<file path="config.mk">
export PLATFORM = sky130hd
export DESIGN_NAME = ps2_key_decoder
export DESIGN_NICKNAME = d
export VERILOG_FILES = /design/src/rtl/ps2_key_decoder.sv
export SDC_FILE = /design/constraint.sdc
export NUM_CORES = 1
export LEC_CHECK = 0
export CAP_MARGIN = 20
export CORE_MARGIN = 3
export CORE_UTILIZATION = 47
export DETAILED_ROUTE_END_ITERATION = 10
export PLACE_DENSITY = 0.84
export REMOVE_ABC_BUFFERS = 1
export SETUP_SLACK_MARGIN = 0.02
export SLEW_MARGIN = 10
export SYNTH_ARGS = -nofsm -noshare
export SYNTH_HDL_FRONTEND = slang
export SYNTH_SLANG_ARGS = --single-unit
</file>
<file path="constraint.sdc">
create_clock -name clk -period 2.02 [get_ports clk]
set_clock_uncertainty 0.1 [all_clocks]
set_input_delay 0.404 -clock clk [delete_from_list [all_inputs] [get_ports clk]]
set_output_delay 0.404 -clock clk [all_outputs]
set_load 0.05 [all_outputs]
</file>
<file path="src/rtl/ps2_key_decoder.sv">
// Turns the ps2_keyboard FIFO byte stream into make/break key events with E0/F0 folding.
// Event outputs appear one cycle after the byte is sampled; at most one pop per 3 cycles, waits on kb_ready.
module ps2_key_decoder (
   input  logic       clk,
   input  logic       clrn,
   input  logic [7:0] kb_data,
   input  logic       kb_ready,
   input  logic       kb_overflow,
   output logic       kb_nextdata_n,
   output logic       evt_valid,
   output logic [7:0] evt_code,
   output logic       evt_ext,
   output logic       evt_break,
   output logic       evt_repeat,
   output logic       key_down,
   output logic [7:0] held_code,
   output logic       held_ext,
   output logic [7:0] press_cnt,
   output logic       err
);

   typedef enum logic [1:0] {IDLE, POP, GAP} state_t;

   state_t state;
   logic   ext_pend;
   logic   brk_pend;
   logic   held_match;

   assign held_match = (held_ext == ext_pend) && (held_code == kb_data);

   always_ff @(posedge clk or negedge clrn) begin
      if (!clrn) begin
         state         <= IDLE;
         kb_nextdata_n <= 1'b1;
         ext_pend      <= 1'b0;
         brk_pend      <= 1'b0;
         evt_valid     <= 1'b0;
         evt_code      <= 8'h00;
         evt_ext       <= 1'b0;
         evt_break     <= 1'b0;
         evt_repeat    <= 1'b0;
         key_down      <= 1'b0;
         held_code     <= 8'h00;
         held_ext      <= 1'b0;
         press_cnt     <= 8'h00;
         err           <= 1'b0;
      end else begin
         evt_valid <= 1'b0;
         if (kb_overflow)
            err <= 1'b1;

         case (state)
            IDLE: begin
               if (kb_ready) begin
                  kb_nextdata_n <= 1'b0;
                  state         <= POP;
                  case (kb_data)
                     8'hE0: ext_pend <= 1'b1;
                     8'hF0: brk_pend <= 1'b1;
                     8'hE1: begin
                        ext_pend <= 1'b0;
                        brk_pend <= 1'b0;
                     end
                     8'h00, 8'hFF: begin
                        ext_pend <= 1'b0;
                        brk_pend <= 1'b0;
                        err      <= 1'b1;
                     end
                     default: begin
                        evt_valid <= 1'b1;
                        evt_code  <= kb_data;
                        evt_ext   <= ext_pend;
                        evt_break <= brk_pend;
                        ext_pend  <= 1'b0;
                        brk_pend  <= 1'b0;
                        if (brk_pend) begin
                           // Releasing an overridden key leaves the current held key alone.
                           evt_repeat <= 1'b0;
                           if (held_match)
                              key_down <= 1'b0;
                        end else if (key_down && held_match) begin
                           evt_repeat <= 1'b1;
                        end else begin
                           evt_repeat <= 1'b0;
                           key_down   <= 1'b1;
                           held_code  <= kb_data;
                           held_ext   <= ext_pend;
                           press_cnt  <= press_cnt + 8'd1;
                        end
                     end
                  endcase
               end
            end
            POP: begin
               kb_nextdata_n <= 1'b1;
               state         <= GAP;
            end
            // Lets the FIFO advance its read pointer before kb_ready is looked at again.
            GAP: state <= IDLE;
            default: state <= IDLE;
         endcase
      end
   end

endmodule

</file>
== Word-level counts from Yosys, hierarchy flattened ==
Cells that the tools add are included.

* Output and inout bits: 32
* Latch bits: 0
* Register bits: 36
* Memory bits (writable): 0
* Input bits: 12
* Logic and storage cells: 61
* ROM bits: 0
* Memories: 0

* Reductions and logical operators: 13
* Bitwise gates (word level): 5
* Shift-type cells: 0
* Multiply operators: 0
* Eq/ne operators: 10
* Multiplexer cells: 18
* Add/subtract/negate cells: 1
* Order comparisons: 0
* Divide/modulo/power cells: 0

{| class="wikitable"
|+ Operators with widths
! cell !! number
|-
| $eq A8 B8 Y1 const B || 4
|-
| $mux W1 || 13
|-
| $reduce_and A5 Y1 || 2
|-
| $reduce_and A3 Y1 || 3
|-
| $add A8 B1 Y8 const B || 1
|-
| $eq A8 B8 Y1 || 1
|-
| $logic_not A8 Y1 || 1
|-
| $pmux W1 S2 || 3
|-
| $not A1 Y1 || 5
|-
| $reduce_or A5 Y1 || 1
|-
| $ne A2 B2 Y1 const B || 2
|-
| $pmux W2 S2 || 1
|-
| $eq A2 B1 Y1 const B || 1
|-
| $logic_and A1 B1 Y1 || 2
|-
| $logic_not A2 Y1 || 1
|-
| $mux W2 || 1
|-
| $ne A2 B1 Y1 const B || 1
|-
| $reduce_and A2 Y1 || 1
|-
| $reduce_bool A2 Y1 || 1
|-
| $reduce_or A2 Y1 || 1
|-
| $eq A1 B1 Y1 || 1
|}

== Depth between registers and ports, before layout ==
Gate-level depths: netlist of run 1.

* Depth in word-level cells: 5
* Mapped depth: 7

== Least setup slack after synthesis of run 1 ==
OpenSTA, ideal clock, no wires.

* Path type: register to register
* From: reg held_code[3]
* To: reg held_code[1]
* Clock period less this slack: 2.126 ns
* Arrival: 1.901 ns
* Stages on the path, launching flop included: 7
* Required time: 1.795 ns
* Path slack: -0.106 ns
* Cell sequence: dfrtp_1 > xnor2_1 > nand4_1 > nor4_4 > nor3_2 > buf_6 > mux2_4

* Longest elaborated chain between the ends: 5

{| class="wikitable"
|+ RTL lines
! element !! RTL line !! RTL
|-
| from (decl) || 16 || <nowiki>output logic [7:0] held_code,</nowiki>
|-
| from (signal assigned) || 86 || <nowiki>held_code <= kb_data;</nowiki>
|-
| $eq A8 B8 Y1 || 29 || <nowiki>assign held_match = (held_ext == ext_pend) && (held_code == kb_data);</nowiki>
|-
| $logic_and A1 B1 Y1 || 29 ||
|-
| $logic_and A1 B1 Y1 || 81 || <nowiki>end else if (key_down && held_match) begin</nowiki>
|-
| $not A1 Y1 (no source line) || n/a ||
|-
| $reduce_and A5 Y1 (no source line) || n/a ||
|}

No other way between the ends.
A chain may end at the register's enable or synchronous reset.

== Worst setup path in the final report of run 1 ==
* From: in kb_data[1]
* To: reg held_code[7]

* Longest elaborated chain between the ends: 5
* Elaborated cells between the ends (all ways): 12
* Those cells by class: 5 x eq/ne; 2 x bitwise; 5 x reduce/logical

{| class="wikitable"
|+ RTL lines
! element !! RTL line !! RTL
|-
| from (decl) || 6 || <nowiki>input logic [7:0] kb_data,</nowiki>
|-
| parallel branches: the longest is 4 deep, another holds $eq A8 B8 Y1 || n/a ||
|-
| $reduce_and A5 Y1 (no source line) * || n/a ||
|}

Mark *: on every way between the ends.

==> impl_results.md, run 1 <==
* PortBufs at between 40 and 50
* Hold path depth at 1
* H-tree levels at 2
* DP Area at 2200 sq um
* Worst hold path endpoint: state[1]
* Synth Area per Inst at approximately 13 sq um
* RSZ-0062 raised after global routing: false
* GRT overflow at 0
* Clock-pin slew on the worst setup and hold paths at ~90 ps
* Number of global-route vias before repair at 1,335
* Synth top area share at 0.535
* CP endpoint kind: flip-flop
* TritonCTS clock tree: built
* Root Driver: clkbuf_4
* Diodes inserted at 0
* Vias after detailed routing at approximately 1.2k
* Clock sink count at 36
* Hold path start: state[1]
* Worst path slowest cell: nor4_4
* Skew-Pair Late Insertion Delay at around 330 ps
* Worst Hold Class: flip-flop to flip-flop
* Die ar. at roughly 4200 sq um
* Tot Pwr at 3.16 mW
* MaxCap Viol Count at 0
* Setup crit start: kb_data[1]
* FMAX at 526 MHz
* Core area at around 3200 sq um
* Lkg Pwr at roughly 1.1 nW
* WP data required at 2140 ps
* Largest net degree at the start of global routing at 37
* Post-synthesis sequential area ratio at 0.551
* Fin crit period at approximately 1900 ps
* Area Growth Syn to Fin at 39.5%
* IO Pins at 44
* Gpl congestion at slightly below 0.9
* Hpwl dp at 2870 um
* Nets@finish at 206
* Final Max Tran Viols at 0
* Flops & latches, synth at 36
* Setup-failing EPs final at 0
* Routed len/inst at ~16 um
* Filler Cell Count at 240
* Final core utilization at 0.719
* Least-Margin Pin Slew at ~500 ps
* Pwr/cell area at roughly 1400 nW/um^2
* CP Max Fanout at 4
* Via density at approximately 5.2
* Hold Fails Final Rpt at 0
* Total CTS buffers at 5
* Area contributors post-synth: dfrtp_1 (53%), mux2_4 (8.3%), mux2_2 (7.6%)
* Post-CTS setup buffers at 0
* Unique masters post-synth at 34
* Post-Syn Area at approximately 1600 sq um
* Final ANT Viol Nets at 0
* Initial DRC Count at a little over 60
* Outcome: complete, no violations
* Worst Reg2Reg Path Length in Cells at 6
* Worst VDD drop at just under 0.8 mV
* Reg2reg start: ext_pend
* Synth area leader: dfrtp_1
* Starting density of the core at 0.515
* CP Launch Type: input port
* Residual DRC at 0
* Crit-path max cell delay at between 300 and 400 ps
* Fin area at around 2300 sq um
* Warnings, synthesis at 0
* Max_slew headroom at 0.665
* Period Utilization, post-route at 0.942
* Crit path kind: input port to flip-flop
* FF-to-FF setup slack at 200 ps
* Reg2Reg Capture Point: held_code[7]
* Share of layout cells above drive strength 1 at 0.387
* Cell count after synthesis at about 130
* First-pass GRT wire length at ~6400 um
* Antenna violations before repair at 0
* Most used cell, CP: buf_4
* Fin cells at around 240
* Row cnt at 20
* Die Ht at ~65 um
* Total track usage at 0.201
* Cell chain of the critical path: dlygate4sd2_1 > buf_4 > xnor2_1 > nand2_1 > nor4_4 > nor3_2 > buf_4 > mux2_4
* Drt first pass iters at 4
* DRT Wirelength at between 3000 and 4000 um
* Max clock buf depth at 2
* CTS Hold Buffers Added at 0
* Dpl cells at 230
* Die Wd at ~65 um
* Crit path arrival time at 2020 ps
-- worst max-delay path by stage --
stage,end
detailed placement,evt_ext
floorplan,held_code[0]
global route,held_code[4]
CTS,held_code[4]
finish,held_code[7]
global placement,held_code[1]
-- metrics by stage --
stage,worst slack (ps),hold slack [ps],TNS [ps]
global route,45.6,390,0
global placement,-396,329,-10250
floorplan,-528,8.41,-5510
finish,118,374,0
CTS,32.3,376,0
detailed placement,-538,357,-13710
-- registers in the layout, summed over array words and instances, names as in the netlist --
register / cells
evt_repeat: 1
err: 1
held_code: 8
evt_valid: 1
evt_ext: 1
held_ext: 1
key_down: 1
ext_pend: 1
kb_nextdata_n: 1
brk_pend: 1
state: 2
evt_code: 8
evt_break: 1
press_cnt: 8
-- cell usage after synthesis --
| library cell | number |
|---|---|
| inv_1 | 2 |
| a2111oi_0 | 1 |
| buf_2 | 2 |
| dfstp_2 | 1 |
| nand2_1 | 9 |
| o21ai_0 | 3 |
| or3_1 | 1 |
| nand4_1 | 2 |
| a211o_1 | 1 |
| nor4b_1 | 1 |
| nand3_1 | 5 |
| nor3b_1 | 1 |
| a41oi_1 | 1 |
| and3_1 | 1 |
| nor2b_1 | 2 |
| nor4_4 | 1 |
| nand2b_1 | 1 |
| nor3_2 | 1 |
| a21oi_1 | 1 |
| buf_6 | 1 |
| buf_4 | 1 |
| ha_1 | 1 |
| xnor2_1 | 8 |
| a21o_1 | 1 |
| xor2_1 | 8 |
| mux2_4 | 9 |
| dfrtp_1 | 35 |
| nor4_1 | 4 |
| nor2_1 | 6 |
| o31ai_1 | 1 |
| mux2_2 | 11 |
| o211ai_2 | 1 |
| nor3_1 | 2 |
| a31oi_1 | 1 |
-- timing repair --
item / in CTS / in global routing
gates cloned: 0 / 0
gates resized for setup: 23 / 6
pin swaps: 2 / 3
endpoints found under the setup margin: 41 / 22
-- kinds of logic (layout without fill, tap and decap cells) --
logic type                 Yosys count  count (layout)  share of synthesized area
and+or+nand+nor                     37              37                      0.127
DFF                                 36              36                      0.551
muxes                               20              20                      0.158
xor gates and xnor gates            16              16                     0.0856
AOI/OAI and AO/OA                   11              11                     0.0489
buffers and inverters                6              73                     0.0222
adders and majority gates            1               1                    0.00764
-- worst max-delay path: cells and delay by family --
kind	cells	cell delay [ps]
buf+inv	3	640
simple gates	3	520
mux	1	290
xor+xnor	1	170
-- cell usage in the layout (no fill, tap or decap), drive strengths merged, types with 2 or more instances in the layout --
master	Yosys	layout
dfrtp	35	35
nor2	6	6
xor2	8	8
dlymetal6s2s	0	3
mux2	20	20
xnor2	8	8
nand3	5	5
nor4	5	5
clkdlybuf4s50	0	3
nand4	2	2
inv	2	2
nand2	9	9
nor3	3	3
buf	4	39
o21ai	3	3
nor2b	2	2
dlygate4sd2	0	18
clkbuf	0	8
-- per-layer routing --
metal,vias to the layer above,track usage,share of wire
li1,582,-,-
met1,614,0.244,0.41
met2,46,0.344,0.52
met3,7,0.0537,0.055
met4,0,0.0674,0.015
met5,-,0,0
-- cell type report --
type / count / area (sq um) / area share
multi-input combinational: 85 / 739 / 0.324
sequential: 36 / 902 / 0.395
tap: 44 / 55.1 / 0.0241
clock buffer: 8 / 58.8 / 0.0257
timing repair buffer: 63 / 522 / 0.228
inverter: 2 / 7.51 / 0.00329
-- report_power, final --
group          internal, mW  total [mW]  leakage [nW]  switching [mW]
registers             0.933        1.15         0.434           0.218
clock network         0.172       0.391        0.0326           0.219
logic                 0.589        1.62         0.639            1.03
total                  1.69        3.16          1.11            1.47
Note: power is estimated with default switching activity, not from simulation.
==> run 2: changes to the inputs <==
Settings changed: CAP_MARGIN 20 to 15.
==> results of run 2 <==
The final DEF is identical to that of run 1; final timing and power are the same.
